$ cat src/rtl/matmul_pkg.sv
// Shared types for the 2x2 matrix multiplier datapath: element and matrix
// types plus the operand loader's state encoding.
package matmul_pkg;

    localparam int MAT_DIM = 2;
    localparam int ELEM_W  = 32;

    typedef logic [ELEM_W-1:0] elem_t;
    typedef elem_t [0:MAT_DIM-1][0:MAT_DIM-1] mat_t;

    typedef enum logic [1:0] {
        LOAD,
        RUN,
        RESULT
    } loader_state_e;

endpackage

$ cat src/rtl/matmul_operand_loader.sv
// Operand loader for the 2x2 matrix multiplier.
// Collects eight words (X row-major, then Y row-major) from a valid/ready
// stream, holds them on the multiplier inputs, sequences the multiplier's
// active-high rst/done handshake and offers the result to the consumer.
// Optional build macro: MATMUL_LOADER_TIMEOUT_EN adds a RUN timeout that
// abandons the job and raises a sticky err flag.
module matmul_operand_loader
    import matmul_pkg::*;
#(
    parameter int DATA_W         = 32,
    parameter int TIMEOUT_CYCLES = 16
) (
    input  logic                                          clk,
    input  logic                                          rst_n,
    input  logic [DATA_W-1:0]                             in_data,
    input  logic                                          in_valid,
    output logic                                          in_ready,
    output logic [0:MAT_DIM-1][0:MAT_DIM-1][DATA_W-1:0]   x_out,
    output logic [0:MAT_DIM-1][0:MAT_DIM-1][DATA_W-1:0]   y_out,
    output logic                                          mul_rst,
    input  logic                                          mul_done,
    output logic                                          res_valid,
    input  logic                                          res_ready,
    output logic                                          busy,
    output logic                                          err
);

    loader_state_e state_q, state_d;
    logic [2:0]    cnt_q, cnt_d;
    logic [0:MAT_DIM-1][0:MAT_DIM-1][DATA_W-1:0] x_q, x_d;
    logic [0:MAT_DIM-1][0:MAT_DIM-1][DATA_W-1:0] y_q, y_d;
    // Low only during the first cycle after reset release so in_ready
    // comes up one cycle late.
    logic          armed_q, armed_d;
    logic          accept;

`ifdef MATMUL_LOADER_TIMEOUT_EN
    localparam int TMO_W = $clog2(TIMEOUT_CYCLES + 1);
    logic [TMO_W-1:0] tmo_q, tmo_d;
    logic             err_q, err_d;
`else
    localparam int unused_timeout_cycles = TIMEOUT_CYCLES;
`endif

    // Moore-style outputs decoded from the current state.
    always_comb begin
        in_ready  = (state_q == LOAD) && armed_q;
        mul_rst   = (state_q == LOAD);
        res_valid = (state_q == RESULT);
        busy      = !((state_q == LOAD) && (cnt_q == 3'd0));
        accept    = in_valid && in_ready;
    end

    // Next-state, slot capture and (optionally) timeout bookkeeping.
    always_comb begin
        state_d = state_q;
        cnt_d   = cnt_q;
        x_d     = x_q;
        y_d     = y_q;
        armed_d = 1'b1;
`ifdef MATMUL_LOADER_TIMEOUT_EN
        tmo_d   = tmo_q;
        err_d   = err_q;
`endif
        case (state_q)
            LOAD: begin
                if (accept) begin
                    // cnt[2] picks the matrix, cnt[1] the row, cnt[0] the column.
                    if (cnt_q[2]) begin
                        y_d[cnt_q[1]][cnt_q[0]] = in_data;
                    end else begin
                        x_d[cnt_q[1]][cnt_q[0]] = in_data;
                    end
                    cnt_d = cnt_q + 3'd1;
                    if (cnt_q == 3'd7) begin
                        state_d = RUN;
`ifdef MATMUL_LOADER_TIMEOUT_EN
                        tmo_d   = '0;
`endif
                    end
                end
            end
            RUN: begin
                if (mul_done) begin
                    state_d = RESULT;
                end
`ifdef MATMUL_LOADER_TIMEOUT_EN
                else if (tmo_q == TMO_W'(TIMEOUT_CYCLES - 1)) begin
                    // This RUN cycle is the last one allowed: abandon the job.
                    state_d = LOAD;
                    err_d   = 1'b1;
                end
                tmo_d = tmo_q + TMO_W'(1);
`endif
            end
            RESULT: begin
                if (res_ready) begin
                    state_d = LOAD;
                end
            end
            default: begin
                state_d = LOAD;
            end
        endcase
    end

    // State and operand registers; reset discards any partial load.
    always_ff @(posedge clk or negedge rst_n) begin
        if (!rst_n) begin
            state_q <= LOAD;
            cnt_q   <= 3'd0;
            x_q     <= '0;
            y_q     <= '0;
            armed_q <= 1'b0;
        end else begin
            state_q <= state_d;
            cnt_q   <= cnt_d;
            x_q     <= x_d;
            y_q     <= y_d;
            armed_q <= armed_d;
        end
    end

`ifdef MATMUL_LOADER_TIMEOUT_EN
    // RUN-cycle counter and sticky timeout flag.
    always_ff @(posedge clk or negedge rst_n) begin
        if (!rst_n) begin
            tmo_q <= '0;
            err_q <= 1'b0;
        end else begin
            tmo_q <= tmo_d;
            err_q <= err_d;
        end
    end

    assign err = err_q;
`else
    assign err = 1'b0;
`endif

    assign x_out = x_q;
    assign y_out = y_q;

endmodule

$ cat config.mk
export PLATFORM = sky130hd
export DESIGN_NAME = matmul_operand_loader
export DESIGN_NICKNAME = d
export VERILOG_FILES = /design/src/rtl/matmul_pkg.sv /design/src/rtl/matmul_operand_loader.sv
export SDC_FILE = /design/constraint.sdc
export NUM_CORES = 1
export LEC_CHECK = 0
export CAP_MARGIN = 20
export CELL_PAD_IN_SITES_DETAIL_PLACEMENT = 1
export CELL_PAD_IN_SITES_GLOBAL_PLACEMENT = 1
export CORE_MARGIN = 1.5
export CORE_UTILIZATION = 41
export CTS_BUF_LIST = sky130_fd_sc_hd__clkbuf_8
export DETAILED_ROUTE_END_ITERATION = 7
export PLACE_DENSITY_LB_ADDON = 0.1
export RECOVER_POWER = 50
export SYNTH_ARGS = -nofsm -noshare
export SYNTH_HDL_FRONTEND = slang
export SYNTH_SLANG_ARGS = --single-unit
$ cat constraint.sdc
create_clock -name clk -period 1.93 [get_ports clk]
set_input_delay 0.4825 -clock clk [delete_from_list [all_inputs] [get_ports clk]]
set_output_delay 0.4825 -clock clk [all_outputs]
set_load 0.005 [all_outputs]
# --- After elaboration in Yosys (flattened, before gate mapping) ---
# Cells that the tools add are included.
totals:
  wordCells: 49
  in_bits: 37
  regBits: 262
classes:
  n_eq_ne: 7
  add_sub_neg: 1
  mux: 11
  magnitude_cmp: 4
  reduce_logical: 12
  bitwise: 3
ops:
  columns: ["op", "count"]
  rows:
  - ["bitwise mux 128 bit", 2]
  - ["demux 64 bit (select 1 bit)", 1]
  - ["2-to-1 mux 64 bit", 1]
  - ["demux 32 bit (select 1 bit)", 1]
  - ["2-to-1 mux 32 bit", 1]
  - ["2-to-1 mux 2 bit", 4]
  - ["inequality test 2 x 1 -> 1 bit (second input constant)", 3]
  - ["case mux 2 bit (3 select lines)", 1]
  - ["AND reduction 3 bit", 2]
  - ["logical AND 1 bit", 5]
  - [">= comparator 2 bit (second input constant)", 2]
  - ["< comparator 2 x 1 -> 1 bit (second input constant)", 2]
  - ["NOT 1 -> 2 bit", 2]
  - ["AND reduction 4 bit", 1]
  - ["adder 3 x 1 -> 3 bit (second input constant)", 1]
  - ["equality test 3 bit (second input constant)", 1]
  - ["zero test 3 bit", 1]
  - ["equality test 2 x 1 -> 1 bit (second input constant)", 1]
  - ["equality test 2 bit (second input constant)", 1]
  - ["zero test 2 bit", 1]
  - ["inequality test 2 bit (second input constant)", 1]
  - ["AND reduction 2 bit", 1]
  - ["zero test 1 bit", 1]
  - ["NOT 1 bit", 1]

# --- Longest topological paths before layout ---
logic_depth:
  word_depth: 8
  mapped_depth: 5
  depth_no_buf: 4

# --- Least setup slack after synthesis ---
# Ideal clock, no wire load.
synth_timing:
  kind: "flip-flop to flip-flop"
  startpoint: "reg state_q[0]"
  endpoint: "reg y_q (netlist bit y_out[0])"
  n_path_buf: 2
  setup_ns: 0.125
  slack_ns: 0.338
  arrival_time_ns: 1.467
  stages_incl_launch_ff: 6
  cell_sequence: "dfrtp_1 > nor3b_2 > buf_6 > nand4_4 > buf_6 > mux2_4"
synth_between:
  elab_chain_len: 4
synth_lines:
  columns: ["element", "line", "rtl"]
  rows:
  - ["start, declared", "matmul_operand_loader.sv:28", "loader_state_e state_q, state_d;"]
  - ["start signal, assigned", "matmul_operand_loader.sv:116", "state_q <= state_d;"]
  - ["zero test 2 bit", "matmul_operand_loader.sv:47", "in_ready = (state_q == LOAD) && armed_q;"]
  - ["logical AND 1 bit", "matmul_operand_loader.sv:47", null]
  - ["net in_ready", "matmul_operand_loader.sv:17", "output logic in_ready,"]
  - ["logical AND 1 bit", "matmul_operand_loader.sv:51", "accept = in_valid && in_ready;"]
  - ["AND reduction 3 bit (no line)", null, null]
  - ["end signal, assigned", "matmul_operand_loader.sv:119", "y_q <= y_d;"]
  - ["end, declared", "matmul_operand_loader.sv:31", "logic [0:MAT_DIM-1][0:MAT_DIM-1][DATA_W-1:0] y_q, y_d;"]
# The timed path passes the listed nets, and every way through them passes these cells.
# A chain may end at the register's enable or synchronous reset.

# --- Worst setup path in the final report ---
layout_timing:
  startpoint: "reg x_q (netlist bit x_out[67])"
  endpoint: "out x_out[67] in the netlist's numbering"
layout_rtl:
  columns: ["element", "line", "rtl"]
  rows:
  - ["start, declared", "matmul_operand_loader.sv:30", "logic [0:MAT_DIM-1][0:MAT_DIM-1][DATA_W-1:0] x_q, x_d;"]
  - ["start signal, assigned", "matmul_operand_loader.sv:112", "x_q <= '0;"]
  - ["start signal, assigned", "matmul_operand_loader.sv:118", "x_q <= x_d;"]
  - ["end, declared", "matmul_operand_loader.sv:18", "output logic [0:MAT_DIM-1][0:MAT_DIM-1][DATA_W-1:0] x_out,"]
# No word-level cell between the ends.

==> metrics.yaml <==
status: "finished, final reports clean"
wl_per_cell_um: 22.75
mostFrequentLayoutCells: "dfrtp_1 (261), mux2_4 (210), dlygate4sd2_1 (120)"
cts_buffers: 46
slew_headroom_pct: 43.09
synth_nets: 617
hold_viol_final: 0
final_common_cell: "dfrtp_1"
clockRootBuffer: "clkbuf_8"
cp_max_fo: 2
period_minus_slack_ns: 1.916
ys_types: 21
slew_viol_final: 0
overflow: 0
synth.avg_cell_area_um2: 18.82
dp_cells: 1222
critPathKind: "reg -> out"
die_w_um: 165.5
cp.required_ns: 1.45
antennaDiodeCount: 0
drt_pass1_iterations: 4
drt_iter0_markers: 235
final_cell_count_no_fill: 1348
timing.hold.ws_ns: 0.4995
skew_ns: 0.01547
drc: 0
vias: 6597
clock_path_buffers: 3
cts.sinks: 262
avgViaCountPerCell: 4.894
slowest_delay_ns: 0.53
grt_start_max_net_pins: 58
ios: 298
fp.dieH_um: 165.5
clk-insertion-delay-late_ns: 0.54
layout-area-overhead-vs-synth_pct: 44.23
cts.clk_slew.worst_paths_ns: 0.06
synth_top_area_share_pct: 60.59
power_w: 0.02511
dieArea_um2: 27380
tritoncts: "done"
power.leakage_nw: 8.050
final.fill_count: 2436
rows: 59
drive_gt1_share_pct: 41.76
synth_area_um2: 10820
dpl.hpwl_mm: 20.65
synth_seq_cells: 262
critPathTopFamily: "buffers and inverters"
tightest_slew_ns: 0.8536
max_clock_freq_mhz: 522.0
yosysTopAreaCell: "dfrtp_1"
ys_seq_area_share_pct: 60.59
cpMaxStageDelayCell: "clkdlybuf4s50_1"
htreeDepth: 2
crit_path_cell_trace: "clkdlybuf4s50_1"
core_area_um2: 25980
cp.arrival_ns: 1.43
path_buf_inv: 1
grt_pass1_vias: 7347
cap_violations: 0
rsz0062_at_grt: "yes"
critPathCaptureType: "output pin"
setup_viol: 0
yosysWarnings: 0
final.period_utilization_pct: 99.26
critPathLaunchType: "flop"
grt_usage_pct: 22.04
fin_util_pct: 60.06
fin_nets: 1025
grt_pass1_wl_mm: 45.30
peakVddDrop_mv: 0.7369
io_buffers: 296
p_per_area_nw_per_um2: 1609
netlist_top_cells_area: "dfrtp_1 (61%), mux2_4 (29%), mux2_2 (5.0%), buf_6 (2.3%), nand3_4 (0.65%)"
ant_nets: 0
place_congestion: 0.7731
wirelength_mm: 30.67
start_util_pct: 41.64
hold_path.class: "reg -> reg"
antenna_found_initial: 0
synth_cells: 575
==> synthesized netlist by cell type <==
library cell	count
ha_1	5
nand2_1	1
and2b_4	1
buf_2	3
nand3_4	4
inv_1	3
nand4_4	3
nand2b_1	1
o21ai_0	1
a32o_1	1
dfrtp_1	262
nand4_1	1
nand3b_1	2
mux2_2	48
mux2_4	210
buf_6	22
nor2_1	2
xnor2_1	1
buf_4	1
conb_1	2
nor3b_2	1
==> through the flow <==
step	instance area, um2	setup TNS, ns	worst slack (ns)
6_report	15610	0	0.01429
5_1_grt	15610	-0.2684	-0.06374
4_1_cts	15400	0	0.0009893
3_5_place_dp	14530	-18.72	-0.1737
3_3_place_gp	14530	-14.41	-0.1526
2_1_floorplan	10820	0	0.3378
==> power breakdown <==
| part | leakage, nW | internal (W) | total, W | switching (W) |
|---|---|---|---|---|
| clock network | 0.524 | 0.00273 | 0.00493 | 0.00221 |
| registers | 3.25 | 0.00804 | 0.00960 | 0.00156 |
| logic | 4.27 | 0.00715 | 0.0106 | 0.00342 |
| total | 8.05 | 0.0179 | 0.0251 | 0.00719 |
==> cell type report <==
type / count / area [um2] / share of cell area [%]
clock buffer: 56 / 770.7 / 4.939
clock inverter: 22 / 112.6 / 0.7216
inverter: 3 / 11.26 / 0.07216
multi-input combinational: 285 / 4026 / 25.80
sequential: 262 / 6558 / 42.02
tap: 335 / 419.2 / 2.686
timing repair buffer: 385 / 3709 / 23.76
==> state kept, by name (all words and copies together), names as in the netlist <==
| name | cells |
|---|---|
| x_out | 128 |
| y_out | 128 |
| cnt_q | 3 |
| state_q | 2 |
| armed_q | 1 |
==> layer usage <==
layer | global-route usage [%] | vias to the layer above | part of all wire (%)
li1 | - | 2857 | -
met1 | 27.72 | 3437 | 41
met2 | 36.25 | 242 | 49
met3 | 6.394 | 61 | 7.2
met4 | 7.630 | 0 | 2.8
met5 | 0 | - | 0
==> logic make-up (layout without fill, tap and decap cells) <==
| group | after synthesis | in the layout | share of synthesized area [%] |
|---|---|---|---|
| DFF | 262 | 262 | 60.59 |
| AOI/OAI and AO/OA | 2 | 2 | 0.1387 |
| other | 2 | 2 | 0.06941 |
| buffers and inverters | 29 | 466 | 2.602 |
| xor gates and xnor gates | 1 | 1 | 0.08096 |
| muxes | 258 | 258 | 34.14 |
| and+or+nand+nor | 16 | 17 | 1.804 |
| adders and majority gates | 5 | 5 | 0.5782 |
==> worst paths after layout <==
| check | startpoint | end | slack (ns) | cells past startpoint |
|---|---|---|---|---|
| worst max register to register | state_q[0]$_DFFE_PN0P_ | y_out[67]$_DFFE_PN0P_ | 0.04 | 7 |
| worst min-delay path | y_out[32]$_DFFE_PN0P_ | y_out[32]$_DFFE_PN0P_ | 0.50 | 1 |
| min in group asynchronous | rst_n | x_out[114]$_DFFE_PN0P_ | 0.61 | 2 |
| worst min register to register | y_out[32]$_DFFE_PN0P_ | y_out[32]$_DFFE_PN0P_ | 0.50 | 1 |
| worst max-delay path | x_out[67]$_DFFE_PN0P_ | x_out[67] | 0.01 | 1 |
| max in group asynchronous | rst_n | x_out[117]$_DFFE_PN0P_ | 0.19 | 3 |
==> repair_timing <==
item,CTS,global route
endpoints found under the hold margin,47,0
setup endpoints to repair,132,149
resized for setup,142,97
gates cloned,0,2
pin swaps,2,2
hold buffers,1,0
setup buffers,15,30
Power figures use the tool's default switching activity.
